File: src/rtl/hs_load_sequencer.sv
// Hiscore NVRAM load sequencer: waits for slot + signature, asks the host to load the file.
// Optional retry of failed loads when HS_LOAD_RETRY_EN is defined.
module hs_load_sequencer #(
  parameter logic [15:0] HISCORE_SLOT_ID     = 16'd2,
  parameter logic [31:0] HISCORE_BRIDGE_ADDR = 32'h10001620,
  parameter logic [31:0] HISCORE_SIZE        = 32'h50,
  parameter logic [15:0] SETTLE_CYCLES       = 16'd1024,
  parameter logic [31:0] TIMEOUT_CYCLES      = 32'd50_000_000,
  parameter logic [1:0]  MAX_RETRIES         = 2'd2
) (
  input  logic        clk,
  input  logic        reset_n,
  input  logic        slot_addr_found,
  input  logic        slot_size_zero,
  input  logic        hs_signature_found,
  output logic        target_req,
  output logic [15:0] target_slot_id,
  output logic [31:0] target_bridge_addr,
  output logic [31:0] target_length,
  input  logic        target_ack,
  input  logic        target_done,
  input  logic [2:0]  target_err,
  output logic        busy,
  output logic        load_done,
  output logic        load_skipped,
  output logic        load_failed
);

  typedef enum logic [2:0] {
    S_WAIT_SLOT, S_WAIT_SIG, S_SETTLE, S_REQUEST,
    S_WAIT_DONE, S_DONE, S_SKIPPED, S_FAILED
  } state_e;

  state_e      state_q;
  logic        run_q;
  logic [15:0] settle_cnt_q;
  logic [31:0] to_cnt_q;
  logic        done_pend_q;
  logic [2:0]  err_pend_q;
  logic        req_q, busy_q, done_q, skip_q, fail_q;
  logic [15:0] slot_q;
  logic [31:0] addr_q, len_q;
`ifdef HS_LOAD_RETRY_EN
  logic [1:0]  retry_q;
`endif

  logic       done_now, timeout_hit, err_evt;
  logic [2:0] err_now;

  // A done seen together with ack is replayed in the first WAIT_DONE cycle.
  always_comb begin
    done_now    = done_pend_q | target_done;
    err_now     = done_pend_q ? err_pend_q : target_err;
    timeout_hit = (to_cnt_q >= (TIMEOUT_CYCLES - 32'd1));
    err_evt     = 1'b0;
    case (state_q)
      S_REQUEST:   err_evt = !target_ack && timeout_hit;
      S_WAIT_DONE: err_evt = done_now ? (err_now != 3'd0) : timeout_hit;
      default:     err_evt = 1'b0;
    endcase
  end

  always_ff @(posedge clk or negedge reset_n) begin
    if (!reset_n) begin
      state_q      <= S_WAIT_SLOT;
      run_q        <= 1'b0;
      settle_cnt_q <= '0;
      to_cnt_q     <= '0;
      done_pend_q  <= 1'b0;
      err_pend_q   <= '0;
      req_q        <= 1'b0;
      busy_q       <= 1'b0;
      done_q       <= 1'b0;
      skip_q       <= 1'b0;
      fail_q       <= 1'b0;
      slot_q       <= '0;
      addr_q       <= '0;
      len_q        <= '0;
`ifdef HS_LOAD_RETRY_EN
      retry_q      <= '0;
`endif
    end else begin
      // First edge after release only arms the FSM.
      run_q <= 1'b1;
      if (run_q) begin
        case (state_q)
          S_WAIT_SLOT: if (slot_addr_found) state_q <= S_WAIT_SIG;
          S_WAIT_SIG: begin
            if (slot_size_zero) begin
              state_q <= S_SKIPPED;
              skip_q  <= 1'b1;
            end else if (hs_signature_found) begin
              state_q      <= S_SETTLE;
              settle_cnt_q <= SETTLE_CYCLES;
              busy_q       <= 1'b1;
            end
          end
          S_SETTLE: begin
            if (settle_cnt_q == 16'd0) begin
              state_q  <= S_REQUEST;
              to_cnt_q <= '0;
              req_q    <= 1'b1;
              slot_q   <= HISCORE_SLOT_ID;
              addr_q   <= HISCORE_BRIDGE_ADDR;
              len_q    <= HISCORE_SIZE;
            end else begin
              settle_cnt_q <= settle_cnt_q - 16'd1;
            end
          end
          S_REQUEST: begin
            to_cnt_q <= to_cnt_q + 32'd1;
            if (target_ack) begin
              state_q     <= S_WAIT_DONE;
              req_q       <= 1'b0;
              done_pend_q <= target_done;
              err_pend_q  <= target_err;
            end
          end
          S_WAIT_DONE: begin
            to_cnt_q    <= to_cnt_q + 32'd1;
            done_pend_q <= 1'b0;
            if (done_now && err_now == 3'd0) begin
              state_q <= S_DONE;
              busy_q  <= 1'b0;
              done_q  <= 1'b1;
            end
          end
          default: state_q <= state_q;
        endcase

        if (err_evt) begin
          req_q       <= 1'b0;
          done_pend_q <= 1'b0;
`ifdef HS_LOAD_RETRY_EN
          if (retry_q < MAX_RETRIES) begin
            retry_q      <= retry_q + 2'd1;
            settle_cnt_q <= SETTLE_CYCLES;
            state_q      <= S_SETTLE;
          end else begin
            state_q <= S_FAILED;
            busy_q  <= 1'b0;
            fail_q  <= 1'b1;
          end
`else
          state_q <= S_FAILED;
          busy_q  <= 1'b0;
          fail_q  <= 1'b1;
`endif
        end
      end
    end
  end

  assign target_req         = req_q;
  assign target_slot_id     = slot_q;
  assign target_bridge_addr = addr_q;
  assign target_length      = len_q;
  assign busy               = busy_q;
  assign load_done          = done_q;
  assign load_skipped       = skip_q;
  assign load_failed        = fail_q;

endmodule
File: config.mk
export PLATFORM = sky130hd
export DESIGN_NAME = hs_load_sequencer
export DESIGN_NICKNAME = d
export VERILOG_FILES = /design/src/rtl/hs_load_sequencer.sv
export SDC_FILE = /design/constraint.sdc
export NUM_CORES = 1
export LEC_CHECK = 0
export ABC_AREA = 1
export CORE_AREA = 2 2 136 105
export CTS_BUF_LIST = sky130_fd_sc_hd__clkbuf_4
export DETAILED_ROUTE_END_ITERATION = 8
export DIE_AREA = 0 0 138 107
export PLACE_DENSITY = 0.59
export SYNTH_ARGS = -nofsm -noshare
export SYNTH_HDL_FRONTEND = slang
export SYNTH_SLANG_ARGS = --single-unit
File: constraint.sdc
create_clock -name clk -period 2.4 [get_ports clk]
set_input_delay 0.24 -clock clk [delete_from_list [all_inputs] [get_ports clk]]
set_output_delay 0.24 -clock clk [all_outputs]
set_load 0.01 [all_outputs]
## Yosys cells after proc, flatten, opt, wreduce, memory -nomap -nowiden

Cells that the tools add are included.

| storage, ports and cells | value |
|---|---|
| output and inout bits | 85 |
| input bits | 10 |
| flip-flop bits (word level) | 64 |
| word-level logic and storage cells | 87 |

| operators by class | value |
|---|---|
| $lt $le $gt $ge | 1 |
| add/sub/neg operators | 2 |
| bitwise operators | 1 |
| reduce and logical (&&, ||, !) cells | 25 |
| mux-type cells | 29 |
| equal/unequal tests | 15 |

Operator list:

| kind | number |
|---|---|
| $pmux W32 S2 | 1 |
| $mux W16 | 3 |
| $add A32 B1 Y32 const B | 1 |
| $ge A32 B26 Y1 const B | 1 |
| $mux W32 | 1 |
| $pmux W16 S2 | 1 |
| $mux W3 | 8 |
| $ne A3 B3 Y1 const B | 6 |
| $reduce_and A3 Y1 | 6 |
| $logic_not A16 Y1 | 1 |
| $sub A16 B1 Y16 const B | 1 |
| $pmux W3 S5 | 1 |
| $reduce_bool A3 Y1 | 4 |
| $mux W1 | 10 |
| $reduce_and A5 Y1 | 2 |
| $ne A2 B2 Y1 const B | 4 |
| $pmux W1 S2 | 4 |
| $reduce_and A7 Y1 | 1 |
| $eq A3 B2 Y1 const B | 2 |
| $logic_not A3 Y1 | 2 |
| $reduce_bool A6 Y1 | 1 |
| $ne A4 B4 Y1 const B | 1 |
| $reduce_and A4 Y1 | 1 |
| $reduce_bool A2 Y1 | 2 |
| other kinds (7) | 8 |

## Longest topological paths before layout

| depth | value |
|---|---|
| depth after elaboration | 6 |
| mapped depth | 14 |
| depth with buffers taken out | 14 |

## Worst setup path after synthesis

Ideal clock, no wire load.

| timing | value |
|---|---|
| path type | register to register |
| start point | reg settle_cnt_q[0] |
| end point | reg to_cnt_q[3] |
| cell stages (with the launch flop) | 14 |
| path buffers | 2 |
| clock period less this slack | 1.722 ns |
| path slack | 0.678 ns |
| arrival time | 1.600 ns |
| setup time | 0.122 ns |
| required time | 2.278 ns |
| path through | dfrtp_1 -> inv_1 -> ha_1 -> nand2_2 -> nor2_4 -> nand2_2 -> nor2_4 -> inv_2 -> nand2_2 -> nand2_2 -> buf_6 -> buf_8 -> nor3_1 -> nor2_1 |

| on the way | value |
|---|---|
| word-level cells in the longest chain between the ends | 3 |

Ends and longest elaborated chain:

| item | RTL line | source |
|---|---|---|
| start, declared | 36 | `logic [15:0] settle_cnt_q;` |
| start signal, assigned | 107 | `settle_cnt_q <= settle_cnt_q - 16'd1;` |
| $logic_not A16 Y1 | 99 | `if (settle_cnt_q == 16'd0) begin` |
| $ne A2 B2 Y1 (no line) | n/a |  |
| $reduce_and A3 Y1 (no line) | n/a |  |
| end signal, assigned | 111 | `to_cnt_q <= to_cnt_q + 32'd1;` |
| end signal, assigned | 120 | `to_cnt_q <= to_cnt_q + 32'd1;` |
| end, declared | 37 | `logic [31:0] to_cnt_q;` |

Every way passes these cells.
A chain may end at the register's enable or synchronous reset.

## Worst setup path in the final report

| timing | value |
|---|---|
| start point | reg settle_cnt_q[0] |
| end point | reg to_cnt_q[6] |

Same word-level chain as after synthesis.

==> results.rst <==
.. list-table::
   :header-rows: 1

   * - Metric
     - Value
   * - Floorplan die width
     - ~140 um
   * - Violated checks
     - negative hold slack
   * - Start-to-end type of the worst setup path
     - reg2reg
   * - Clock tree sinks
     - 62
   * - Final antenna-violating net count
     - 0
   * - Std-Cell Core Area
     - about 13,000 um^2
   * - Total via count in the routed design
     - roughly 3,700
   * - Count of buffers added by post-CTS timing repair for setup
     - 0
   * - Number of vias per cell
     - ~4.4
   * - Category of the worst setup path launch point
     - flip-flop
   * - Maximum number of pins on one net before global-route repair
     - 63
   * - Detailed-placement wirelength estimate
     - 7490 um
   * - Overflow after GRT
     - 0
   * - Worst-case hold slack
     - -0.00178 ns
   * - Clock latency reported for the late side of the worst-skew pair
     - slightly above 0.4 ns
   * - Worst-margin pin slew
     - 0.802 ns
   * - Worst slew margin relative to its limit
     - between 40 and 50%
   * - Post-synth top flop
     - dfrtp_1
   * - Critical path required time
     - ~2.7 ns
   * - Endpoint type of the worst setup path
     - flip-flop
   * - First-pass GRT wire length
     - about 17,000 um
   * - Finished layout cell area
     - 4800 um^2
   * - Avg Cell Area, Syn
     - roughly 7.3 um^2
   * - Synth-to-layout area growth
     - 4.60%
   * - Async SR Flop Fraction
     - 100%
   * - Number of max-capacitance violations reported
     - 0
   * - Leakage power of the design
     - approximately 2.2 nW
   * - Starting utilization of the core area
     - between 30% and 40%
   * - Hold Fails Final Rpt
     - 1
   * - CTS tree
     - done
   * - Number of buffers inserted by hold repair at cts
     - 0
   * - Final Max Slew Viols
     - 0
   * - Internal portion of total power
     - 2.19 mW
   * - Number of detailed-routing iterations run before antenna repair
     - 6
   * - Clock power share
     - approximately a fifth
   * - Most area-consuming cells after synthesis
     - dfrtp_1 34%, buf_4 13%, nand2_1 13%, nor2_1 6.0%, inv_1 5.1%
   * - Total track usage
     - 13.8%
   * - Iter 0 DRT Violations
     - around 210
   * - Synth top cells by count
     - 154 x nand2_1, 80 x buf_4, 74 x nor2_1, 62 x dfrtp_1, 62 x inv_1
   * - Yosys reg bits
     - 62
   * - Diode insertion count for antenna repair
     - 0
   * - Boundary Pins
     - 95
   * - Placed cell areas
     - around 4700 um^2
   * - Root cell of the clock tree
     - clkbuf_4
   * - Via count of the first global-routing pass
     - between 3,000 and 4,000
   * - Number of distinct library cell variants in the gate-level netlist after synthesis
     - 37
   * - Cell count after placement
     - roughly 800
   * - Final Wtd Congestion
     - about 0.91
   * - Number of cells in the finished layout apart from fillers
     - slightly above 800
   * - Max Freq
     - roughly 470 MHz
   * - Critical path data arrival time
     - approximately 2.4 ns
   * - Number of enable-type register cells in the synthesized netlist
     - 0
   * - Minimum clock period after layout
     - about 2.1 ns
   * - Cell Area, Synth
     - 4590 um^2
   * - H-tree depth reported by CTS
     - 3
   * - Switching power
     - ~1.7 mW
   * - Critical Path Fanout Max
     - 23
   * - Leading cell type by number of instances after synthesis
     - nand2_1
   * - Top cell type's share of synthesized area
     - between 30 and 40%
   * - Chip Height
     - about 110 um
   * - Synth Warn #
     - 0
   * - Net count of the finished layout
     - ~660
   * - Detailed-route DRC error count
     - 0
   * - Period utilisation layout
     - between 80% and 90%
   * - Clock-pin slew on the worst setup and hold paths
     - 0.12 ns
   * - Cells after Synth
     - roughly 630
   * - Fraction of layout cells with a size suffix above 1
     - 8.70%
   * - Final-layout setup total negative slack
     - 0 ns
   * - RSZ-0062 raised after global routing
     - false
   * - Average wire per standard cell
     - roughly 12 um
   * - Fraction of power consumed by sequential logic
     - between 30% and 40%
   * - Hold crit path type
     - in2async
   * - Worst IR drop on VDD
     - between 0.5 and 0.6 mV
   * - Clock Path Buffers
     - 2
   * - Count of input and output buffers
     - 22
   * - Post-route clock skew
     - around 0.020 ns
   * - Sequential area share after synthesis
     - between 30% and 40%
   * - Number of antenna violations at the first check in global routing
     - 0
   * - Result of the run
     - finished, violations left
   * - Post-synth top area cell
     - dfrtp_1
   * - Final setup violation count
     - 0
   * - Row cnt
     - 37
   * - Power per Cell Area
     - roughly 800 nW/um^2
   * - Combinational power share
     - roughly two fifths
   * - Final WL
     - roughly 10000 um
   * - Number of gates resized after cts
     - 0
   * - Sw Ratio
     - 43.1%
   * - Die area
     - about 15,000 um^2
   * - Cts bufs inserted
     - 9
path summary, 6_finish.rpt:
check,from,slack (ns),depth (start not counted),endpoint
min in group clk,target_err[1],0.41,3,err_pend_q[1]
worst max-delay path,settle_cnt_q[0],0.27,12,to_cnt_q[6]
worst max register to register,settle_cnt_q[0],0.27,12,to_cnt_q[6]
max in group asynchronous,reset_n,1.88,2,load_skipped
worst min register to register,load_skipped,0.48,1,load_skipped
worst min-delay path,reset_n,-0.002,2,to_cnt_q[13]
cell type report:
class	count	area (um^2)
inverters	68	255
fillers	1471	8620
flip-flops and latches	62	1550
clock buffers	10	75.1
well taps	175	219
multi-input cells	483	2370
repair buffers	26	258
clock inverters	6	76.3
per-layer routing:
| layer | global-route usage (%) | wire length (um) |
|---|---|---|
| met2 | 18.7 | 3980 |
| met5 | 0 | 0 |
| met4 | 3.94 | 104 |
| met3 | 2.55 | 490 |
| met1 | 22.0 | 5380 |
kinds of logic after synthesis:
family	Yosys count	synth area share (%)
compound gates	70	10.2
xor+xnor	21	4.01
fa+ha+maj	2	0.545
buf+inv	159	20.4
flops	62	33.8
other cells	2	0.164
simple gates	317	30.8
sequential cells by signal, summed over array words and instances, names as in the netlist, 3 cells and up:
name          cells
state_q           3
settle_cnt_q     16
err_pend_q        3
to_cnt_q         32
worst max-delay path, stage by stage (launching register included):
cell and delay (ns):
dfrtp_1 0.41, inv_1 0.11, ha_1 0.23, nand2_2 0.11, nor2_4 0.11, nand2_2 0.09
nor2_4 0.10, inv_2 0.04, nand2_2 0.06, nand2_2 0.07, inv_1 0.45, nand4_1 0.14
o21ai_0 0.11
stage by stage:
stage	hold slack (ns)	setup WS, ns	total power, mW	utilization [%]
after global routing	0.0661	0.0173	4.17	35.8
after global placement	0.449	0.415	3.06	34.7
after floorplan	-0.0556	0.678	2.77	-
after detailed placement	0.454	0.272	3.06	34.7
after CTS	0.0279	0.248	3.89	35.8
final	-0.00178	0.272	3.85	35.8
power by group through the flow:
stage / registers (mW) / clock network, mW / logic, mW
after floorplan: 1.41 / 0 / 1.36
after global placement: 1.45 / 0 / 1.61
after detailed placement: 1.46 / 0 / 1.61
after CTS: 1.44 / 0.844 / 1.61
after global routing: 1.48 / 0.885 / 1.81
final: 1.44 / 0.810 / 1.61
placed cells by master (no fill, tap or decap), types with 2 or more instances in the layout:
cell type	n
nand3_1	24
a21o_1	2
clkinv_1	3
nor4_1	2
nor3_1	15
o21ai_0	34
clkdlybuf4s50_1	21
bufinv_16	2
nand4_1	24
xnor2_1	9
nor2_4	5
or2_2	3
xor2_1	12
o31ai_1	8
inv_1	62
o21ai_1	2
conb_1	73
nand2_1	154
nor2_2	5
dfrtp_1	62
buf_4	3
nor2_1	74
o31ai_2	11
o211ai_1	2
nand2_2	6
a21oi_1	9
inv_2	6
clkbuf_4	10
ha_1	2
Power figures use the tool's default switching activity.
